$ cat config.mk
export PLATFORM = sky130hd
export DESIGN_NAME = apb_slv_memory_strb_flat
export DESIGN_NICKNAME = d
export VERILOG_FILES = /design/src/rtl/apb_slv_memory_strb_if.sv /design/src/rtl/apb_slv_memory_strb.sv /design/src/flat_wrapper.sv
export SDC_FILE = /design/constraint.sdc
export NUM_CORES = 2
export LEC_CHECK = 0
export CORE_AREA = 5 5 288 290
export DETAILED_ROUTE_END_ITERATION = 16
export DIE_AREA = 0 0 293 295
export PLACE_DENSITY = 0.84
export SLEW_MARGIN = 20
export SYNTH_ARGS = -nofsm -noshare
export SYNTH_HDL_FRONTEND = slang
export SYNTH_SLANG_ARGS = --single-unit
$ cat constraint.sdc
create_clock -name PCLK -period 82 [get_ports PCLK]
set_clock_uncertainty 0.05 [all_clocks]
set_input_delay 8.2 -clock PCLK [delete_from_list [all_inputs] [get_ports PCLK]]
set_output_delay 8.2 -clock PCLK [all_outputs]
set_load 0.05 [all_outputs]
$ cat src/rtl/apb_slv_memory_strb_if.sv
// APB bus bundle for the strobed memory slave.
//   master modport : drives PADDR/PSEL/PENABLE/PWRITE/PWDATA/PSTRB, samples PREADY/PRDATA/PSLVERR
//   slave  modport : the mirror image
interface apb_slv_memory_strb_if #(
  parameter int ADDR_SIZE = 8,
  parameter int DATA_SIZE = 32
);
  logic [ADDR_SIZE-1:0]   PADDR;
  logic                   PSEL;
  logic                   PENABLE;
  logic                   PWRITE;
  logic [DATA_SIZE-1:0]   PWDATA;
  logic [DATA_SIZE/8-1:0] PSTRB;
  logic                   PREADY;
  logic [DATA_SIZE-1:0]   PRDATA;
  logic                   PSLVERR;

  modport master (
    output PADDR, PSEL, PENABLE, PWRITE, PWDATA, PSTRB,
    input  PREADY, PRDATA, PSLVERR
  );

  modport slave (
    input  PADDR, PSEL, PENABLE, PWRITE, PWDATA, PSTRB,
    output PREADY, PRDATA, PSLVERR
  );
endinterface

$ cat src/rtl/apb_slv_memory_strb.sv
// APB slave backed by a DEPTH x DATA_SIZE register memory with byte strobes
// and a fixed number of wait states per access.
//   PCLK    : clock, rising edge
//   PRESET  : asynchronous active-high reset; clears FSM, outputs and memory
//   apb     : APB slave port (address/control/data in, PREADY/PRDATA/PSLVERR out)
// Storage is split into one 8-bit-wide column per byte lane so each strobe
// bit maps directly onto a lane's write enable.

// One byte lane of the memory: DEPTH bytes, async-cleared.
module apb_slv_memory_strb_lane #(
  parameter int DEPTH = 32,
  parameter int IW    = 5
) (
  input  logic          clk,
  input  logic          rst,
  input  logic          we,
  input  logic [IW-1:0] idx,
  input  logic [7:0]    wdata,
  output logic [7:0]    rdata
);
  logic [7:0] mem [DEPTH];

  always_ff @(posedge clk or posedge rst) begin
    if (rst) begin
      for (int i = 0; i < DEPTH; i++) mem[i] <= '0;
    end else if (we) begin
      mem[idx] <= wdata;
    end
  end

  // Only consumed when the index is known in range.
  assign rdata = mem[idx];
endmodule

module apb_slv_memory_strb #(
  parameter int DATA_SIZE   = 32,
  parameter int ADDR_SIZE   = 8,
  parameter int DEPTH       = 32,
  parameter int WAIT_CYCLES = 2
) (
  input logic PCLK,
  input logic PRESET,
  apb_slv_memory_strb_if.slave apb
);
  localparam int NUM_LANES = DATA_SIZE / 8;
  localparam int ALIGN     = (NUM_LANES > 1) ? $clog2(NUM_LANES) : 0;
  localparam int IW        = (DEPTH > 1) ? $clog2(DEPTH) : 1;

  typedef enum logic [1:0] {IDLE, WAIT, DONE} state_t;

  typedef struct packed {
    logic [ADDR_SIZE-1:0] addr;
    logic                 write;
    logic [DATA_SIZE-1:0] wdata;
    logic [NUM_LANES-1:0] strb;
  } req_t;

  state_t state, state_nxt;
  logic [3:0] cnt, cnt_nxt;
  req_t req;
  logic load, ready;

  logic setup;
  assign setup = apb.PSEL & ~apb.PENABLE;

  // State, counter and captured request.
  always_ff @(posedge PCLK or posedge PRESET) begin
    if (PRESET) begin
      state <= IDLE;
      cnt   <= '0;
      req   <= '0;
    end else begin
      state <= state_nxt;
      cnt   <= cnt_nxt;
      if (load) req <= {apb.PADDR, apb.PWRITE, apb.PWDATA, apb.PSTRB};
    end
  end

  always_comb begin
    state_nxt = state;
    cnt_nxt   = cnt;
    load      = 1'b0;
    ready     = 1'b0;
    case (state)
      IDLE: begin
        if (setup) begin
          load      = 1'b1;
          state_nxt = WAIT;
        end
      end
      WAIT: begin
        if (!apb.PSEL) begin
          state_nxt = IDLE;                 // master abandoned the transfer
        end else if (!apb.PENABLE) begin
          load      = 1'b1;                 // new setup mid-transfer: restart on it
        end else if (cnt != 4'd0) begin
          cnt_nxt   = cnt - 4'd1;
        end else begin
          ready     = 1'b1;
          state_nxt = DONE;
        end
      end
      DONE: begin
        // Completion cycle may already carry the next setup phase.
        if (setup) begin
          load      = 1'b1;
          state_nxt = WAIT;
        end else begin
          state_nxt = IDLE;
        end
      end
      default: state_nxt = IDLE;
    endcase
    if (load) cnt_nxt = 4'(WAIT_CYCLES);
  end

  // Address decode from the captured request.
  logic [31:0]   idx32;
  logic [IW-1:0] mem_idx;
  logic          misaligned, out_of_range, err;

  assign idx32        = 32'(req.addr) >> ALIGN;
  assign mem_idx      = idx32[IW-1:0];
  assign misaligned   = |(req.addr & ADDR_SIZE'((1 << ALIGN) - 1));
  assign out_of_range = idx32 >= 32'(DEPTH);
  assign err          = misaligned | out_of_range;

  logic [NUM_LANES-1:0]      lane_we;
  logic [NUM_LANES-1:0][7:0] lane_rdata;

  assign lane_we = {NUM_LANES{ready & req.write & ~err}} & req.strb;

  apb_slv_memory_strb_lane #(.DEPTH(DEPTH), .IW(IW)) u_lane [NUM_LANES-1:0] (
    .clk   (PCLK),
    .rst   (PRESET),
    .we    (lane_we),
    .idx   (mem_idx),
    .wdata (req.wdata),
    .rdata (lane_rdata)
  );

  // Outputs are pure decodes of state, so reset clears them without a clock.
  assign apb.PREADY  = ready;
  assign apb.PSLVERR = ready & err;
  assign apb.PRDATA  = (ready & ~req.write & ~err) ? DATA_SIZE'(lane_rdata) : '0;
endmodule

$ cat src/flat_wrapper.sv
// flat-port wrapper written by rule: the top's interface ports become plain ports
module apb_slv_memory_strb_flat 
#(
  parameter int DATA_SIZE   = 32,
  parameter int ADDR_SIZE   = 8,
  parameter int DEPTH       = 32,
  parameter int WAIT_CYCLES = 2
)
  (PCLK, PRESET, apb_PADDR, apb_PSEL, apb_PENABLE, apb_PWRITE, apb_PWDATA, apb_PSTRB, apb_PREADY, apb_PRDATA, apb_PSLVERR);
  apb_slv_memory_strb_if #(.ADDR_SIZE(ADDR_SIZE), .DATA_SIZE(DATA_SIZE)) apb_i ();
  input logic PCLK;
  input logic PRESET;
  input wire logic [$bits(apb_i.PADDR)-1:0] apb_PADDR;
  input wire logic [$bits(apb_i.PSEL)-1:0] apb_PSEL;
  input wire logic [$bits(apb_i.PENABLE)-1:0] apb_PENABLE;
  input wire logic [$bits(apb_i.PWRITE)-1:0] apb_PWRITE;
  input wire logic [$bits(apb_i.PWDATA)-1:0] apb_PWDATA;
  input wire logic [$bits(apb_i.PSTRB)-1:0] apb_PSTRB;
  output wire logic [$bits(apb_i.PREADY)-1:0] apb_PREADY;
  output wire logic [$bits(apb_i.PRDATA)-1:0] apb_PRDATA;
  output wire logic [$bits(apb_i.PSLVERR)-1:0] apb_PSLVERR;
  assign apb_i.PADDR = apb_PADDR;
  assign apb_i.PSEL = apb_PSEL;
  assign apb_i.PENABLE = apb_PENABLE;
  assign apb_i.PWRITE = apb_PWRITE;
  assign apb_i.PWDATA = apb_PWDATA;
  assign apb_i.PSTRB = apb_PSTRB;
  assign apb_PREADY = apb_i.PREADY;
  assign apb_PRDATA = apb_i.PRDATA;
  assign apb_PSLVERR = apb_i.PSLVERR;
  apb_slv_memory_strb #(.DATA_SIZE(DATA_SIZE), .ADDR_SIZE(ADDR_SIZE), .DEPTH(DEPTH), .WAIT_CYCLES(WAIT_CYCLES)) u_core (.PCLK(PCLK), .PRESET(PRESET), .apb(apb_i));
endmodule
==> metrics.md <==
| Metric | Value |
|---|---|
| Clock Tree Root | `clkbuf_16` |
| CP Buf/Inv Count | `3` |
| Cell depth of the worst flop-to-flop path | `5` |
| Final slew viol count | `0` |
| Grt total ovfl | `0` |
| Routed length per instance | `31.1 um` |
| Post-synthesis cell count | `3297` |
| Final GP Congestion | `0.889` |
| Worst slew pin tran | `1.21 ns` |
| Clock Path Buffers | `3` |
| VDD IR-drop max | `about 0.00002 V` |
| Hold Path Origin | `u_core.u_lane[0].mem[233]` |
| Main combinational cell family by area after synthesis | `multiplexers` |
| Crit end category | `output port` |
| R2r setup slk | `77.66 ns` |
| DRT Wirelength | `139000 um` |
| Asr flop ratio synth | `100%` |
| Initial antenna violation count | `3` |
| NumNets Final | `3358` |
| Commonest non-fill, non-tap cell in the layout | `dfrtp_1` |
| Hold EP | `u_core.u_lane[0].mem[233]` |
| PortBufs | `between 80 and 90` |
| Clock latency on the worst-skew pair | `between 0.6 and 0.7 ns` |
| HPWL Detailed | `between 80000 and 90000 um` |
| XOR/XNOR share of the synthesized area | `less than 1%` |
| Total GRT Usage | `between 30% and 40%` |
| CP most frequent cell | `clkdlybuf4s50_1` |
| Worst rel slew slack | `around a fifth` |
| Global-route wire length before repair | `210000 um` |
| Synth Area in Adders | `0.0484%` |
| Resized cells post-CTS | `0` |
| Routed vias | `30300` |
| Crit start category | `input pin` |
| Register area share after synthesis | `52.1%` |
| Yosys synthesis warning count | `0` |
| CTS buffer count | `111` |
| Mux cell area share after synthesis | `36.7%` |
| Area grow syn2layout | `10.6%` |
| Hold buffers post-CTS | `0` |
| CTS clock-pin slew for the worst setup and hold paths | `about 0.06 ns` |
| Tmin final | `19.85 ns` |
| Slowest stage delay, CP | `just over 0.9 ns` |
| Starting Density | `64.6%` |
| Yosys cell types | `68` |
| Post-synth top flop | `dfrtp_1` |
| Worst path top cell family by delay | `buffers and inverters` |
| Site Rows | `104` |
| Most frequent cells in the layout | `dfrtp_1 (1050), mux2_2 (663), mux2_4 (400)` |
| Fraction of the mapped netlist area in compound gates | `about 3.2%` |
| CP max-delay cell | `clkdlybuf4s50_1` |
| Die extent in y | `between 200 and 300 um` |
| Hold WC Path Type | `reg -> reg` |
| FF/Latch Area | `0.0269 sq mm` |
| Setup TNS | `0 ns` |
| Cells on Worst Hold Path | `1` |
| Synth Area in Simple Gates | `5.60%` |
| Syn nets | `3348` |
| CTS tree | `done` |
| Number of global-route vias before repair | `32700` |
| CTS sink cnt | `1075` |
| Avg Inst Size Synth | `roughly 16 sq um` |
| Residual DRC | `0` |
| R2r startpoint | `u_core.idx32[1]` |
| Fmax | `50.4 MHz` |
| RR Endpoint | `u_core.u_lane[0].mem[142]` |
| Critical-path maximum fanout | `11` |
| Hold Vio Cnt, Final | `0` |
| Max_cap viols | `0` |
| Cells along the critical path | `clkdlybuf4s50_1 -> nand4b_4 -> nor4b_4 -> and3b_1 -> buf_4 -> o21ai_0 -> a2111oi_0 -> clkdlybuf4s50_1` |
| Register bit total from synthesis | `1075` |
| CP arrival | `11.60 ns` |
| Area of the multi-input gates | `0.0237 sq mm` |
| Largest net degree at the start of global routing | `approximately 180` |
| Iter 0 DRT Violations | `2730` |
| Detail Route Antenna Nets | `0` |
| Post-layout util | `between 70% and 80%` |
| Pwr dens | `21.3 mW/mm^2` |
| Postcts setup bufs | `0` |
| Die footprint | `0.0864 sq mm` |
| Vias per inst | `6.80` |
| EDFF count, synth | `0` |
| Layout cells sized above 1 | `a little under half` |
| P_leak | `28.9 nW` |
| Core ar. | `0.0800 sq mm` |
| Final setup vio count | `0` |
| Drt pass-1 iters | `5` |
| H-Tree Depth | `3` |
| Setup Crit Path Kind | `in -> out` |
| Tcrit/Tclk final | `roughly a quarter` |
| Number of fill cells | `approximately 4800` |
| RSZ-0062 raised after global routing | `no` |
| Required time worst endpoint | `73.75 ns` |
| Io pins | `83` |
| Status | `finished clean` |
| Die width | `293 um` |
| Post-synth design cell area | `slightly above 0.05 sq mm` |
==> flip-flops by register name, summed over array words and instances, names as in the netlist <==
| register | cells |
|---|---|
| u_core.state | 2 |
| u_core.u_lane.mem | 1024 |
| u_core.req | 39 |
| u_core.idx32 | 6 |
| u_core.cnt | 4 |
==> per-layer routing <==
layer,routed length (um),up-vias,share of wire [%],global-route usage [%]
met5,12,-,0.0086,0
met4,6710,2,4.8,14.3
met3,10200,388,7.3,7.18
met2,65900,1354,47,50.9
met1,56100,16300,40,42.8
li1,-,12300,-,-
==> cells by family (layout without fill, tap and decap cells) <==
group,after synthesis,after routing
other,0,1
adders and majority gates,2,2
muxes,1472,1472
xor gates and xnor gates,3,3
DFF,1075,1075
AOI/OAI and AO/OA,213,213
buffers and inverters,236,340
and+or+nand+nor,296,296
==> where the power goes <==
group | switching (mW) | leakage, nW | total (mW) | internal, mW
Sequential | 0.0308 | 14.9 | 0.565 | 0.535
Combinational | 0.0742 | 12.1 | 0.115 | 0.0404
Clock | 0.215 | 1.94 | 0.540 | 0.326
==> how the worst max path moves through the flow <==
stage                      from              to  cells after the start
floorplan                PRESET   u_core.cnt[0]                      1
global placement    apb_PENABLE   apb_PRDATA[2]                      8
detailed placement  apb_PENABLE  apb_PRDATA[21]                      8
CTS                 apb_PENABLE  apb_PRDATA[21]                      8
global route        apb_PENABLE  apb_PRDATA[21]                      8
finish              apb_PENABLE  apb_PRDATA[20]                      8
==> layout make-up <==
cell class	count	area share [%]
diodes	1	0.00438
multi-input cells	1986	41.5
clock inverters	52	1.23
repair buffers	129	2.14
well taps	1060	2.32
clock buffers	155	5.66
inverters	4	0.0394
flip-flops and latches	1075	47.1
==> through the flow <==
step | setup slack (ns) | instance area (sq um) | power, mW | hold WS [ns] | cells
2_1_floorplan | 43.49 | 51700 | 0.641 | 0.409 | 3297
3_3_place_gp | 62.27 | 53200 | 0.684 | 0.420 | 4253
3_5_place_dp | 62.23 | 53200 | 0.687 | 0.428 | 4253
4_1_cts | 62.17 | 57100 | 1.22 | 0.442 | 4460
5_1_grt | 61.96 | 57200 | 1.25 | 0.452 | 4461
6_report | 62.15 | 57200 | 1.22 | 0.438 | 4462
==> synthesized netlist by cell type (4+ instances only) <==
master / instances / area [sq um]
o22a_1: 18 / 158
mux2_1: 21 / 236
mux2_2: 663 / 7470
inv_1: 4 / 15.0
nand2b_1: 6 / 37.5
nor2_4: 21 / 236
a22o_1: 18 / 158
clkbuf_1: 131 / 492
nand3_1: 13 / 65.1
o221ai_1: 7 / 61.3
buf_1: 5 / 18.8
mux2_4: 400 / 6010
nor3_1: 27 / 135
nor2_2: 12 / 75.1
mux4_2: 111 / 2500
buf_4: 15 / 113
o21ai_0: 4 / 20.0
a22oi_1: 105 / 788
buf_12: 5 / 100
nor4bb_1: 5 / 50.1
nor2b_1: 5 / 31.3
buf_2: 64 / 320
nand2_2: 31 / 194
nand2_8: 50 / 1000
nand2_1: 16 / 60.1
a221oi_1: 17 / 149
a2111oi_0: 4 / 35.0
nor2_1: 13 / 48.8
buf_6: 8 / 90.1
and4b_1: 4 / 40.0
and4_1: 13 / 114
nand2_4: 41 / 462
o22ai_1: 21 / 131
nand4_1: 13 / 81.3
dfrtp_1: 1075 / 26900
mux2i_1: 277 / 2770
(Power assumes the default switching activity.)
